`src/rtl/vending_machine_top.sv`:
```
// Board-level vending-machine controller: buttons add coins, buy or refund.
// Credit is held in pence. LEDs show the dispensed item and the credit in 25p units.
module vending_machine_top #(
  parameter logic [9:0] COIN_P     = 10'd100,
  parameter logic [9:0] PRICE0_P   = 10'd50,
  parameter logic [9:0] PRICE1_P   = 10'd80,
  parameter logic [9:0] PRICE2_P   = 10'd60,
  parameter logic [9:0] PRICE3_P   = 10'd120,
  parameter logic [9:0] PRICE4_P   = 10'd200,
  parameter logic [9:0] CREDIT_MAX = 10'd775
) (
  input  logic       CLOCK_50,
  input  logic [3:0] KEY,
  input  logic [9:0] SW,
  output logic [9:0] LEDR
);

  typedef enum logic [1:0] {
    ACT_NONE,
    ACT_REFUND,
    ACT_BUY,
    ACT_INSERT
  } action_t;

  logic       clk;
  logic       rst_n;
  logic [3:1] key_prev;
  logic [3:1] press;
  logic [9:0] credit;
  logic [9:0] credit_next;
  logic [4:0] disp;
  logic [4:0] disp_next;
  logic [4:0] credit_led;
  logic [4:0] credit_led_next;
  logic [9:0] sel_price;
  logic       sel_valid;
  logic [10:0] credit_sum;
  action_t    action;
  logic       unused_sw;

  assign clk       = CLOCK_50;
  assign rst_n     = KEY[0];
  assign unused_sw = ^SW[9:5];

  // A button is pressed on the first clock it is seen low; holding it does nothing more.
  assign press = ~KEY[3:1] & key_prev;

  always_comb begin
    if (press[2])      action = ACT_REFUND;
    else if (press[1]) action = ACT_BUY;
    else if (press[3]) action = ACT_INSERT;
    else               action = ACT_NONE;
  end

  always_comb begin
    sel_valid = 1'b1;
    sel_price = '0;
    case (SW[4:0])
      5'b00001: sel_price = PRICE0_P;
      5'b00010: sel_price = PRICE1_P;
      5'b00100: sel_price = PRICE2_P;
      5'b01000: sel_price = PRICE3_P;
      5'b10000: sel_price = PRICE4_P;
      default:  sel_valid = 1'b0;
    endcase
  end

  // One bit wider so the ceiling test cannot wrap.
  assign credit_sum = {1'b0, credit} + {1'b0, COIN_P};

  // NOTE: every output of this block gets a default first, so no path leaves
  // a variable unassigned and no latch is inferred.
  always_comb begin
    credit_next = credit;
    disp_next   = disp;
    unique case (action)
      ACT_REFUND: begin
        credit_next = '0;
        disp_next   = '0;
      end
      ACT_BUY: begin
        if (sel_valid && (credit >= sel_price)) begin
          credit_next = credit - sel_price;
          disp_next   = SW[4:0];
        end else begin
          disp_next   = '0;
        end
      end
      ACT_INSERT: begin
        if (credit_sum <= {1'b0, CREDIT_MAX}) credit_next = credit_sum[9:0];
      end
      default: ;
    endcase
    // The credit ceiling keeps the quotient within five bits.
    credit_led_next = 5'(credit_next / 10'd25);
  end

  // NOTE: state registers use non-blocking assignments so every flop samples
  // pre-edge values regardless of evaluation order.
  always_ff @(posedge clk or negedge rst_n) begin
    if (!rst_n) begin
      key_prev   <= 3'b111;
      credit     <= '0;
      disp       <= '0;
      credit_led <= '0;
    end else begin
      key_prev   <= KEY[3:1];
      credit     <= credit_next;
      disp       <= disp_next;
      credit_led <= credit_led_next;
    end
  end

  assign LEDR = {credit_led, disp};

endmodule

```
`config.mk`:
```
export PLATFORM = sky130hd
export DESIGN_NAME = vending_machine_top
export DESIGN_NICKNAME = d
export VERILOG_FILES = /design/src/rtl/vending_machine_top.sv
export SDC_FILE = /design/constraint.sdc
export NUM_CORES = 1
export LEC_CHECK = 0
export CAP_MARGIN = 20
export CORE_UTILIZATION = 50
export CTS_CLUSTER_DIAMETER = 100
export DETAILED_ROUTE_END_ITERATION = 10
export PLACE_DENSITY = 0.77
export SLEW_MARGIN = 20
export SYNTH_ARGS = -nofsm -noshare
export SYNTH_HDL_FRONTEND = slang
export SYNTH_SLANG_ARGS = --single-unit
```
`constraint.sdc`:
```
create_clock -name CLOCK_50 -period 6.5 [get_ports CLOCK_50]
set_input_delay 1.625 -clock CLOCK_50 [delete_from_list [all_inputs] [get_ports CLOCK_50]]
set_output_delay 1.625 -clock CLOCK_50 [all_outputs]
set_load 0.1 [all_outputs]
```
; Word level (Yosys, flattened, before mapping)
; Cells that the tools add are included.
[totals]
register_bits = 23
latch_bits = 0
ramBits = 0
mem_bits_ro = 0
in_bits = 15
memories = 0
[classes]
addsub = 2
n_mul = 0
div = 1
n_lt_le_gt_ge = 2
n_eq_ne = 8
n_shift = 0
muxes = 10
bitwise = 2
n_reduce_logical = 3
[op_table]
columns = operator, count
row1 = one-hot mux 8 bit (5 select lines), 1
row2 = one-hot mux 10 bit (3 select lines), 1
row3 = two-way mux 10 bit, 2
row4 = "adder 10 x 7 -> 11 bit, second input constant", 1
row5 = "<= comparator 11 x 10 -> 1 bit, second input constant", 1
row6 = "divider 10 x 5 -> 10 bit, second input constant", 1
row7 = greater-or-equal comparator 10 bit, 1
row8 = one-hot mux 5 bit (2 select lines), 1
row9 = subtractor 10 bit, 1
row10 = two-way mux 2 bit, 3
row11 = "== test 5 x 1 -> 1 bit, second input constant", 1
row12 = "== test 5 x 2 -> 1 bit, second input constant", 1
row13 = "== test 5 x 3 -> 1 bit, second input constant", 1
row14 = "== test 5 x 4 -> 1 bit, second input constant", 1
row15 = "== test 5 bit, second input constant", 1
row16 = two-way mux 5 bit, 1
row17 = OR reduction 5 bit, 1
row18 = "== test 2 bit, second input constant", 2
row19 = AND 3 bit, 1
row20 = NOT 3 bit, 1
row21 = "== test 2 x 1 -> 1 bit, second input constant", 1
row22 = nonzero test 2 bit, 1
row23 = logical AND 1 bit, 1
row24 = two-way mux 1 bit, 1

; Logic depth before layout (Yosys ltp)
; Gate-level depths: netlist of the first run.
[depth]
ltp_word = 8
depth_mapped = 28
ltp_nobuf = 26

; Worst setup path after synthesis of the first run
; Ideal clock, no wire load.
[synth_path]
path_type = in2reg
startpoint = input SW[1]
endpoint = register credit_led[0]
setup_time_ps = 132
t_arrival_ps = 6606
required_ps = 6368
path_slack_ps = -237
cell_stages = 26
cell_sequence = clkbuf_1 -> nor2_1 -> nand3b_1 -> nor2_1 -> ha_1 -> fa_1 -> nand2b_1 -> a21oi_1 -> nor4_1 -> or4_1 -> mux2i_4 -> nor2_8 -> a31oi_1 -> nor3_1 -> o311ai_1 -> a311oi_2 -> nor3b_2 -> nor2_2 -> xnor2_1 -> ha_1 -> inv_1 -> mux2i_1 -> mux2_4 -> o41ai_4 -> a21o_1 -> o211ai_2
[synth_via]
elab_chain_len = 7
[synth_lines]
columns = element, line
row1 = "start, declared", 14  ; input logic [9:0] SW,
row2 = == test 5 bit (tied with other cells), 58  ; case (SW[4:0])
row3 = one-hot mux 8 bit (5 select lines) or OR reduction 5 bit (tied branches), n/a
row4 = greater-or-equal comparator 10 bit or two-way mux 1 bit (tied branches), "82, 58"
row5 = logical AND 1 bit, 82  ; if (sel_valid && (credit >= sel_price)) begin
row6 = two-way mux 10 bit *, 82
row7 = one-hot mux 10 bit (3 select lines) *, 76  ; unique case (action)
row8 = divider 10 x 5 -> 10 bit *, 95  ; credit_led_next = 5'(credit_next / 10'd25);
row9 = net credit_led_next[0], 34  ; logic [4:0] credit_led_next;
row10 = "end signal, assigned", 110  ; credit_led <= credit_led_next;
row11 = "end, declared", 33  ; logic [4:0] credit_led;
; Mark *: on every way through the listed nets, which the timed path passes. The rest lies on a longest branch.
; A chain may end at the register's enable or synchronous reset.

; Worst setup path after layout of the first run
[layout_path]
startpoint = input SW[3]
endpoint = register credit_led[0]
[layout_via]
elab_chain_len = 7
[layout_lines]
columns = element, line
row1 = == test 5 bit (tied with other cells), 58
row2 = one-hot mux 8 bit (5 select lines) or OR reduction 5 bit (tied branches), n/a
row3 = greater-or-equal comparator 10 bit or two-way mux 1 bit (tied branches), "82, 58"
row4 = logical AND 1 bit, 82
row5 = two-way mux 10 bit *, 82
row6 = one-hot mux 10 bit (3 select lines) *, 76
row7 = net credit_next[8], 30  ; logic [9:0] credit_next;
row8 = divider 10 x 5 -> 10 bit *, 95
row9 = net credit_led_next[0], 34
; Marks and branches as above.

==> flow_summary.yaml, run 1 <==
run_status:
  outcome: "completed"
clock_tree:
  clkTransAtPathRegs_ns: 0.09
  clock_sink_count: 23
  cts-htree-levels: 1
  clk-insertion-delay-late_ns: 0.27
  tritoncts: "done"
  clockRootBuffer: "sky130_fd_sc_hd__clkbuf_8"
  cts_inserted_buffers: 3
  holdBufCountCts: 0
  cts.path.max_buffers: 2
yosys:
  parity_gate_share_of_the_synthesized_area_counting_xor_and_xnor_cells_pct: 3.696
  async_flop_share_pct: 100.0
  synthSimpleGateAreaFrac_pct: 25.91
  dominantRegCellSynth: "sky130_fd_sc_hd__dfrtp_1"
  yosys.area_share.adder_pct: 6.407
  synth_seq_area_share_pct: 19.01
  synthesis.area_mm2: 0.003047
  yosys_register_bits: 23
  synth_enable_flop_cells: 0
  syn-instance-count: 387
  synth.net_count: 417
  synthesis.yosys.warnings: 0
  yosys-mux-area-fraction_pct: 3.943
  postSynthAreaPerCell_um2: 7.873
  compound_cell_area_share_of_the_yosys_netlist_pct: 33.63
  main_combinational_cell_family_by_area_after_synthesis: "compound AO/OA/AOI/OAI gates"
  synth.lib_cells_used.distinct: 87
sta:
  max_clock_freq_ghz: 0.1557
  endpoints_failing_hold: 0
  timing.final.crit_share_pct: 98.81
  tightestPinTransition_ns: 0.9790
  maxSlewViolCount: 0
  setup_viol: 0
  relSlewSlack_pct: 34.53
  final.setup_skew_ns: 0.006244
  final_period_minus_worst_setup_slack_ns: 6.423
layout:
  fillerInstances: 423
  postLayoutCoreUtil_pct: 73.98
  nets: 538
  final_common_cell: "sky130_fd_sc_hd__buf_4"
  final_cell_count_no_fill: 582
  stdcell_area_mm2: 0.004354
  areaGrowthSynthToFinish_pct: 42.92
  layout_common_cells: "110 x sky130_fd_sc_hd__buf_4, 31 x sky130_fd_sc_hd__nand2_1, 27 x sky130_fd_sc_hd__nor2_1, 20 x sky130_fd_sc_hd__dfrtp_1"
  antenna_cells_inserted: 0
  fraction_of_final_layout_cells_sized_beyond_drive_strength_1_pct: 40.63
pwr:
  power_density_mw_per_mm2: 239.9
  max-vdd-ir-drop_mv: 0.2155
  leakage_uw: 0.001894
  power.total_uw: 1045
setup_path:
  worstPathArrival_ns: 6.58
  critPathKind: "input pin to flip-flop"
  critical_path.endpoint_type: "flip-flop"
  critical_path_required_ns: 6.66
  worst_r2r_startpoint: "credit[2]$_DFF_PN0_"
  reg2reg_setup_slack_ns: 1.11
  worst-r2r-cell-count: 22
  worst_r2r_endpoint: "credit_led[0]$_DFF_PN0_"
  worstPathMaxFanout: 7
  timing.critical_path.from_type: "input pin"
grt:
  grt_max_degree: 24
  antenna_found_initial: 0
  final_global_route_overflow_total: 0
  gr-usage-all-layers_pct: 30.90
  global_route_wire_length_before_repair_mm: 15.73
  grt_pass1_vias: 3444
floorplanning:
  start_util_pct: 51.76
  dieWidth_um: 80.06
  core_area_mm2: 0.005886
  die_h_um: 80.06
  core.rowCount: 28
  fp.dieArea_mm2: 0.006410
  io_pins: 25
routing:
  firstDrtPassIters: 6
  drt_drc_violations_left: 0
  routed_wire_length_per_instance_um: 16.66
  ant_nets: 0
  dr_total_vias: 3550
  routed_via_density: 6.100
  violation_count_after_the_first_detailed_routing_iteration: 225
  totalWireLength_mm: 9.698
place:
  detailed_place_hpwl_mm: 6.915
  placedCellCount: 565
  port_buffers: 19
  placed_area_mm2: 0.004034
  place.gp.congestion: 0.8955
min_path:
  hold_path_depth: 2
  hold_path_end: "disp[2]$_DFFE_PN0P_"
  worstHoldStart: "disp[2]$_DFFE_PN0P_"
  worstHoldPathType: "flip-flop to flip-flop"
flow_run:
  max-cap-violations: 0
==> how the worst max path moves through the flow <==
stage                      start                 endpoint
after floorplan            SW[2]  credit_led[0]$_DFF_PN0_
after global routing      KEY[3]  credit_led[0]$_DFF_PN0_
after global placement     SW[2]  credit_led[0]$_DFF_PN0_
after CTS                  SW[1]  credit_led[0]$_DFF_PN0_
after detailed placement   SW[2]  credit_led[0]$_DFF_PN0_
final                      SW[3]  credit_led[0]$_DFF_PN0_
==> logic make-up (layout without fill, tap and decap cells) <==
| family | Yosys count | in the layout |
|---|---|---|
| AND/OR/NAND/NOR | 143 | 143 |
| AO/OA/AOI/OAI | 136 | 136 |
| buffers and inverters | 48 | 168 |
| flip-flops | 23 | 23 |
| adder cells (fa/ha/maj) | 15 | 15 |
| XOR/XNOR | 12 | 12 |
| multiplexers | 10 | 10 |
==> layout make-up <==
| type | count | area (µm²) | share of cell area, % |
|---|---|---|---|
| clock buffer | 3 | 41.29 | 0.9483 |
| clock inverter | 1 | 7.507 | 0.1724 |
| inverter | 29 | 113.9 | 2.615 |
| multi-input combinational | 316 | 2451 | 56.29 |
| sequential | 23 | 579.3 | 13.30 |
| tap | 75 | 93.84 | 2.155 |
| timing repair buffer | 135 | 1067 | 24.51 |
==> synthesized netlist by cell type (4+ instances only) <==
| cell type | number | area share [%] |
|---|---|---|
| sky130_fd_sc_hd__mux2i_1 | 6 | 2.0 |
| sky130_fd_sc_hd__inv_2 | 5 | 0.62 |
| sky130_fd_sc_hd__a211oi_1 | 6 | 1.5 |
| sky130_fd_sc_hd__o211ai_1 | 12 | 3.0 |
| sky130_fd_sc_hd__a31oi_1 | 4 | 0.82 |
| sky130_fd_sc_hd__nor3_1 | 10 | 1.6 |
| sky130_fd_sc_hd__o21ai_1 | 5 | 0.82 |
| sky130_fd_sc_hd__nor2_1 | 30 | 3.7 |
| sky130_fd_sc_hd__nand3_1 | 10 | 1.6 |
| sky130_fd_sc_hd__buf_4 | 4 | 0.99 |
| sky130_fd_sc_hd__inv_1 | 21 | 2.6 |
| sky130_fd_sc_hd__a21o_1 | 6 | 1.5 |
| sky130_fd_sc_hd__nand2_1 | 32 | 3.9 |
| sky130_fd_sc_hd__or3_1 | 8 | 1.6 |
| sky130_fd_sc_hd__o22ai_1 | 5 | 1.0 |
| sky130_fd_sc_hd__a211o_1 | 4 | 1.1 |
| sky130_fd_sc_hd__nor4_1 | 5 | 1.0 |
| sky130_fd_sc_hd__ha_1 | 14 | 5.7 |
| sky130_fd_sc_hd__buf_2 | 4 | 0.66 |
| sky130_fd_sc_hd__o21ai_0 | 29 | 4.8 |
| sky130_fd_sc_hd__clkbuf_1 | 8 | 0.99 |
| sky130_fd_sc_hd__a21oi_1 | 22 | 3.6 |
| sky130_fd_sc_hd__and2_1 | 4 | 0.82 |
| sky130_fd_sc_hd__and3_1 | 5 | 1.0 |
| sky130_fd_sc_hd__o21ai_2 | 4 | 1.1 |
| sky130_fd_sc_hd__xor2_1 | 4 | 1.1 |
| sky130_fd_sc_hd__nand2b_1 | 10 | 2.1 |
| sky130_fd_sc_hd__nor2b_1 | 4 | 0.82 |
| sky130_fd_sc_hd__xnor2_1 | 7 | 2.0 |
| sky130_fd_sc_hd__dfrtp_1 | 20 | 16 |
==> stage by stage <==
| stage | setup TNS (ns) | hold slack [ns] | setup slack, ns |
|---|---|---|---|
| 2_1_floorplan | 0 | 0.5102 | 0.01850 |
| 3_3_place_gp | -1.174 | 0.5171 | -0.6966 |
| 3_5_place_dp | -1.632 | 0.5311 | -0.9313 |
| 4_1_cts | 0 | 0.5438 | 0.006228 |
| 5_1_grt | -0.3647 | 0.5608 | -0.1965 |
| 6_report | 0 | 0.5339 | 0.07729 |
==> where the power goes <==
part | internal [µW] | leakage [µW] | switching, µW
sequential | 161 | 0.000301 | 20.9
clock | 43.4 | 0.0000217 | 47.9
combinational | 353 | 0.00157 | 419
==> critical path, cell delays in order <==
cell and delay (ns):
sky130_fd_sc_hd__buf_6 0.09, sky130_fd_sc_hd__buf_6 0.12, sky130_fd_sc_hd__xor2_1 0.14, sky130_fd_sc_hd__o211ai_1 0.17, sky130_fd_sc_hd__ha_1 0.28, sky130_fd_sc_hd__buf_4 0.17, sky130_fd_sc_hd__nand4_1 0.18, sky130_fd_sc_hd__a21oi_1 0.07
sky130_fd_sc_hd__or3_1 0.35, sky130_fd_sc_hd__a211oi_2 0.25, sky130_fd_sc_hd__mux2_4 0.34, sky130_fd_sc_hd__and2_4 0.20, sky130_fd_sc_hd__inv_4 0.11, sky130_fd_sc_hd__nand3_2 0.12, sky130_fd_sc_hd__o211ai_1 0.24, sky130_fd_sc_hd__o311ai_2 0.24
sky130_fd_sc_hd__a311oi_2 0.32, sky130_fd_sc_hd__nor3b_2 0.09, sky130_fd_sc_hd__nor2_2 0.16, sky130_fd_sc_hd__xnor2_2 0.10, sky130_fd_sc_hd__ha_2 0.21, sky130_fd_sc_hd__o21ai_2 0.07, sky130_fd_sc_hd__o21ai_1 0.08, sky130_fd_sc_hd__mux2_4 0.28
sky130_fd_sc_hd__o41ai_4 0.31, sky130_fd_sc_hd__a21o_1 0.15, sky130_fd_sc_hd__o211ai_2 0.08
==> registers in the layout, indices dropped and copies added, names as in the netlist <==
name and flops:
credit 10, credit_led 5, disp 5, key_prev 3
==> timing repair <==
action | in CTS | in global routing
resized for setup | 53 | 23
pin swaps | 25 | 21
setup endpoints to repair | 2 | 2
setup buffers | 8 | 5
gates cloned | 1 | 0
==> layer usage <==
layer	global-route usage, %	part of all wire (%)
met5	0	0
met1	36.47	41
met4	12.50	2.9
met2	56.92	51
met3	2.841	5.7
No activity file was read; power rests on OpenSTA's default activity.
==> run 2, diff against run 1 <==
Settings changed: CORE_UTILIZATION 50 to 35, PLACE_DENSITY 0.77 to 0.6, SKIP_LAST_GASP from default to 1.
==> run 2 against run 1 <==
  * Register-to-register slack better by 0.14 ns
  * Sequential power about the same
  * Critical path depth up 2
  * Critical endpoint unchanged
  * Non-clock buffer count up 16
  * Hold slack better by 0.0059 ns
  * Die area up 42%
==> flow_summary.yaml, run 2 (synthesized netlist as in run 1, its figures left out) <==
run_status:
  outcome: "completed"
floorplanning:
  core.rowCount: 33
  core_area_mm2: 0.008341
  io_pins: 25
  die_h_um: 95.30
  dieWidth_um: 95.30
  fp.dieArea_mm2: 0.009082
  start_util_pct: 36.53
layout:
  layout_common_cells: "126 x sky130_fd_sc_hd__buf_4, 31 x sky130_fd_sc_hd__nand2_1, 28 x sky130_fd_sc_hd__nor2_1, 20 x sky130_fd_sc_hd__dfrtp_1"
  fraction_of_final_layout_cells_sized_beyond_drive_strength_1_pct: 42.45
  reg_top3: "credit: 10 flops, credit_led: 5 flops, disp: 5 flops"
  top_register: "credit"
  final_cell_count_no_fill: 628
  areaGrowthSynthToFinish_pct: 48.13
  nets: 554
  final_common_cell: "sky130_fd_sc_hd__buf_4"
  antenna_cells_inserted: 0
  largest_register_ffs: 10
  fillerInstances: 776
pwr:
  max-vdd-ir-drop_mv: 0.1773
  power_density_mw_per_mm2: 228.2
  leakage_uw: 0.001966
setup_path:
  timing.critical_path.from_type: "input pin"
  timing.critical_path.slowest_cell_delay_ns: 0.36
  crit_slowest_cell: "sky130_fd_sc_hd__o41ai_2"
  critical_path.most_common_cell: "sky130_fd_sc_hd__buf_6"
  critical_path.endpoint_type: "flip-flop"
  worstPathMaxFanout: 5
  critPathKind: "input pin to flip-flop"
  critical_path_required_ns: 6.65
  worstPathArrival_ns: 6.58
routing:
  firstDrtPassIters: 4
  totalWireLength_mm: 9.346
  ant_nets: 0
  drt_drc_violations_left: 0
  routed_wire_length_per_instance_um: 14.88
  violation_count_after_the_first_detailed_routing_iteration: 98
  dr_total_vias: 3466
  routed_via_density: 5.519
clock_tree:
  cts.path.max_buffers: 2
  cts-htree-levels: 1
  clk-insertion-delay-late_ns: 0.26
  tritoncts: "done"
  cts_inserted_buffers: 3
  clkTransAtPathRegs_ns: 0.09
  clockRootBuffer: "sky130_fd_sc_hd__clkbuf_8"
  clock_sink_count: 23
place:
  detailed_place_hpwl_mm: 7.022
  dpl_worst_slack_ns: -0.8989
  place.gp.congestion: 0.9175
  port_buffers: 19
  placedCellCount: 605
grt:
  final_global_route_overflow_total: 0
  gr-usage-all-layers_pct: 21.49
  global_route_wire_length_before_repair_mm: 15.61
  grt_max_degree: 24
  grt_pass1_vias: 3337
  antenna_found_initial: 0
flow_run:
  max-cap-violations: 0
sta:
  final_period_minus_worst_setup_slack_ns: 6.430
  timing.final.crit_share_pct: 98.93
  tns_ns: 0
  endpoints_failing_hold: 0
  setup_viol: 0
  maxSlewViolCount: 0
  setup_repair_after_global_routing_missed_its_margin: "yes"
  worst_hold_slack_ns: 0.5398
  final_critical_path_setup_slack_ns: 0.06980
  final.setup_skew_ns: 0.003721
  relSlewSlack_pct: 34.72
  max_clock_freq_ghz: 0.1555
  tightestPinTransition_ns: 0.9761
min_path:
  worstHoldPathType: "flip-flop to flip-flop"
-- run 2: cell types whose count changed in the layout (fill, tap and decap cells not counted), sizes merged --
cell           delta
clkbuf            -3
buf              +18
clkdlybuf4s15     +1
-- run 2: per-layer routing --
layer / GRT usage [%] / share of wire (%)
met1: 27.21 / 44
met2: 39.40 / 50
met3: 1.196 / 3.8
met4: 5.303 / 2.2
met5: 0 / 0
-- run 2: path summary, 6_finish.rpt --
| kind | from | endpoint | slack [ns] | cells after the start |
|---|---|---|---|---|
| worst max-delay path | SW[3] | credit_led[0]$_DFF_PN0_ | 0.07 | 29 |
| worst min-delay path | disp[1]$_DFFE_PN0P_ | disp[1]$_DFFE_PN0P_ | 0.54 | 2 |
| worst max register to register | credit[2]$_DFF_PN0_ | credit_led[0]$_DFF_PN0_ | 1.25 | 22 |
| worst min register to register | disp[1]$_DFFE_PN0P_ | disp[1]$_DFFE_PN0P_ | 0.54 | 2 |
| max in group asynchronous | KEY[0] | key_prev[2]$_DFF_PN1_ | 4.82 | 1 |
| min in group asynchronous | KEY[0] | credit_led[0]$_DFF_PN0_ | 1.32 | 1 |
-- run 2: timing repair --
action | in CTS | in global routing
gates cloned | 1 | 0
gates resized for setup | 60 | 16
pin swaps | 21 | 21
endpoints found under the setup margin | 2 | 2
hold buffers | 0 | 0
setup buffers | 15 | 4
-- run 2: power by group --
| group | internal [µW] | leakage, µW | switching (µW) |
|---|---|---|---|
| combinational | 351 | 0.00164 | 407 |
| sequential | 161 | 0.000301 | 19.1 |
| clock | 43.3 | 0.0000217 | 48.3 |
-- run 2: worst max-delay path: cells and delay by family --
kind	cells	cell delay [ns]
buffers and inverters	7	0.94
AOI/OAI and AO/OA	12	2.15
xor gates and xnor gates	2	0.32
and+or+nand+nor	5	0.71
muxes	1	0.34
adders and majority gates	2	0.52
-- run 2: layout make-up --
class | count | area, µm² | share of cell area [%]
inverter | 29 | 116.4 | 2.578
clock inverter | 1 | 7.507 | 0.1663
tap | 105 | 131.4 | 2.911
multi-input combinational | 316 | 2457 | 54.45
timing repair buffer | 151 | 1180 | 26.14
sequential | 23 | 579.3 | 12.84
clock buffer | 3 | 41.29 | 0.9149
-- run 2: stage by stage --
step	instance area [µm²]	utilization [%]	total power (µW)
floorplan	3079	-	601.7
global placement	4134	49.57	841.7
detailed placement	4134	49.57	855.2
CTS	4433	53.15	1016
global route	4513	54.11	1098
finish	4513	54.11	1030
==> run 3, diff against run 2 <==
Settings changed: CORE_MARGIN from default to 8.
==> run 3 against run 2 <==
  * Sequential share of layout area up 0.24 points
  * Utilization down 2.6 points
  * Count of clock-buffer cells in the layout unchanged
  * Largest cell class unchanged
  * Worst setup slack better by 0.17 ns
  * Register-to-register slack better by 0.15 ns
  * Via count down 4.2%
  * Non-clock buffer count down 12
  * Clock skew up 0.0047 ns
  * Hold slack worse by 0.012 ns
==> flow_summary.yaml, run 3 (synthesized netlist as in run 1, its figures left out) <==
routing:
  routed_via_density: 5.362
  violation_count_after_the_first_detailed_routing_iteration: 120
  met1Wirelength_mm: 4.128
  dr.max_layer_used: "met4"
  met2_wl_post_dr_mm: 4.403
  met3_length_um: 262
  dr_total_vias: 3319
  routed_wire_length_per_instance_um: 14.46
  totalWireLength_mm: 8.951
  ant_nets: 0
  firstDrtPassIters: 4
  drt_drc_violations_left: 0
floorplanning:
  core_area_mm2: 0.008593
  fp.dieArea_mm2: 0.01195
  dieWidth_um: 109.3
  die_h_um: 109.3
  start_util_pct: 35.45
  io_pins: 25
  core.rowCount: 34
pwr:
  power_frac_comb_pct: 72.3
  cellInternalPower_uw: 544.2
  power_density_mw_per_mm2: 228.6
  clock_power_share_pct: 9.5
  leakage_uw: 0.001906
  seq_power_share_pct: 18.2
  max-vdd-ir-drop_mv: 0.2215
  power.switching_uw: 468.5
  power_switching_share_pct: 46.26
  power.total_uw: 1013
setup_path:
  critical_path_required_ns: 6.66
  crit_slowest_cell: "sky130_fd_sc_hd__or3_1"
  worstPathArrival_ns: 6.42
  timing.critical_path.slowest_cell_delay_ns: 0.36
  worstPathMaxFanout: 9
  worst_path_dominant_cell_family: "compound AO/OA/AOI/OAI gates"
  timing.critical_path.from_type: "input pin"
  critical_path_buf_inv_count: 5
  reg2reg_setup_slack_ns: 1.40
  critPathKind: "input pin to flip-flop"
  critical_path.endpoint_type: "flip-flop"
sta:
  max_clock_freq_ghz: 0.1598
  final_critical_path_setup_slack_ns: 0.2438
  setup_repair_after_global_routing_missed_its_margin: "yes"
  final_period_minus_worst_setup_slack_ns: 6.256
  relSlewSlack_pct: 34.41
  worst_hold_slack_ns: 0.5282
  endpoints_failing_hold: 0
  final.setup_skew_ns: 0.008436
  timing.final.crit_share_pct: 96.25
  setup_viol: 0
  maxSlewViolCount: 0
  tns_ns: 0
  tightestPinTransition_ns: 0.9807
layout:
  fillerInstances: 828
  nets: 542
  fraction_of_final_layout_cells_sized_beyond_drive_strength_1_pct: 41.10
  antenna_cells_inserted: 0
  final_common_cell: "sky130_fd_sc_hd__buf_4"
  areaGrowthSynthToFinish_pct: 45.38
  layout_common_cells: "117 x sky130_fd_sc_hd__buf_4, 32 x sky130_fd_sc_hd__nand2_1, 27 x sky130_fd_sc_hd__nor2_1, 20 x sky130_fd_sc_hd__inv_1, 20 x sky130_fd_sc_hd__dfrtp_1"
  largest_register_ffs: 10
  stdcell_area_mm2: 0.004429
  reg_top3: "credit: 10 flops, credit_led: 5 flops, disp: 5 flops"
  top_register: "credit"
clock_tree:
  clockRootBuffer: "sky130_fd_sc_hd__clkbuf_8"
  clkTransAtPathRegs_ns: 0.10
  cts.path.max_buffers: 2
  tritoncts: "done"
  holdBufCountCts: 0
  cts_inserted_buffers: 3
  clock_sink_count: 23
  clk-insertion-delay-late_ns: 0.27
  cts-htree-levels: 1
run_status:
  outcome: "completed"
grt:
  gr-usage-all-layers_pct: 15.34
  grt_max_degree: 24
  global_route_wire_length_before_repair_mm: 15.26
  antenna_found_initial: 0
  grt_pass1_vias: 3318
  final_global_route_overflow_total: 0
place:
  place.gp.congestion: 0.8680
  detailed_place_hpwl_mm: 6.996
  port_buffers: 19
  dpl_worst_slack_ns: -0.8525
  placed_area_mm2: 0.004115
flow_run:
  max-cap-violations: 0
min_path:
  worstHoldPathType: "flip-flop to flip-flop"
==> run 3: cell types whose count changed in the layout (fill, tap and decap cells not counted), moves of 2 or more <==
| cell | change |
|---|---|
| sky130_fd_sc_hd__buf_2 | -3 |
| sky130_fd_sc_hd__buf_4 | -9 |
| sky130_fd_sc_hd__buf_6 | -2 |
| sky130_fd_sc_hd__clkbuf_2 | +2 |
| sky130_fd_sc_hd__nor3_2 | -2 |
==> run 3: layout make-up <==
type | count | area, µm² | share of cell area, %
multi-input cells | 316 | 2471 | 55.79
repair buffers | 139 | 1081 | 24.41
flip-flops and latches | 23 | 579.3 | 13.08
well taps | 108 | 135.1 | 3.051
inverters | 29 | 113.9 | 2.571
clock buffers | 3 | 41.29 | 0.9322
clock inverters | 1 | 7.507 | 0.1695
==> run 3: power groups by stage <==
stage	registers, µW	clock network, µW	logic (µW)
3_3_place_gp	186	0	652
3_5_place_dp	187	0	662
2_1_floorplan	252	0	350
6_report	185	95.7	732
5_1_grt	188	103	791
4_1_cts	184	99.1	703
==> run 3: through the flow <==
step	cells	util (%)
detailed placement	605	47.89
global route	619	51.54
finish	619	51.54
CTS	616	50.50
floorplan	387	-
global placement	605	47.89
==> run 3: final timing paths <==
path | start | to | cells after the start
worst min register to register | disp[0]$_DFFE_PN0P_ | disp[0]$_DFFE_PN0P_ | 2
worst min-delay path | disp[0]$_DFFE_PN0P_ | disp[0]$_DFFE_PN0P_ | 2
min in group asynchronous | KEY[0] | credit_led[0]$_DFF_PN0_ | 1
worst max-delay path | SW[2] | credit_led[0]$_DFF_PN0_ | 28
max in group asynchronous | KEY[0] | key_prev[2]$_DFF_PN1_ | 1
worst max register to register | credit[3]$_DFF_PN0_ | credit_led[0]$_DFF_PN0_ | 23
==> run 3: worst register-to-register path, stage by stage, from the launching register on <==
cell	delay [ns]
sky130_fd_sc_hd__dfrtp_1	0.51
sky130_fd_sc_hd__ha_1	0.33
sky130_fd_sc_hd__a211o_1	0.38
sky130_fd_sc_hd__and3_1	0.20
sky130_fd_sc_hd__a211oi_2	0.26
sky130_fd_sc_hd__or2_1	0.26
sky130_fd_sc_hd__mux2i_1	0.15
sky130_fd_sc_hd__nor3_4	0.29
sky130_fd_sc_hd__buf_4	0.16
sky130_fd_sc_hd__inv_2	0.08
sky130_fd_sc_hd__o21ai_1	0.16
sky130_fd_sc_hd__o21ai_2	0.11
sky130_fd_sc_hd__or3_1	0.36
sky130_fd_sc_hd__a311oi_2	0.29
sky130_fd_sc_hd__nor3b_2	0.09
sky130_fd_sc_hd__nor2_2	0.15
sky130_fd_sc_hd__xnor2_2	0.09
sky130_fd_sc_hd__ha_2	0.20
sky130_fd_sc_hd__o21ai_2	0.07
sky130_fd_sc_hd__o21ai_1	0.08
sky130_fd_sc_hd__mux2_4	0.28
sky130_fd_sc_hd__o41ai_4	0.29
sky130_fd_sc_hd__a21o_1	0.14
sky130_fd_sc_hd__o211ai_2	0.06
==> run 3: layer usage <==
| metal | vias up | global-route usage, % |
|---|---|---|
| li1 | 1690 | - |
| met1 | 1563 | 19.57 |
| met2 | 58 | 27.04 |
| met3 | 8 | 1.172 |
| met4 | 0 | 4.436 |
| met5 | - | 0 |
==> run 3: what timing repair did <==
item / 4_1_cts / 5_1_grt
setup endpoints to repair: 2 / 2
pin swaps: 22 / 28
setup buffers: 6 / 3
gates cloned: 1 / 0
resized for setup: 47 / 27
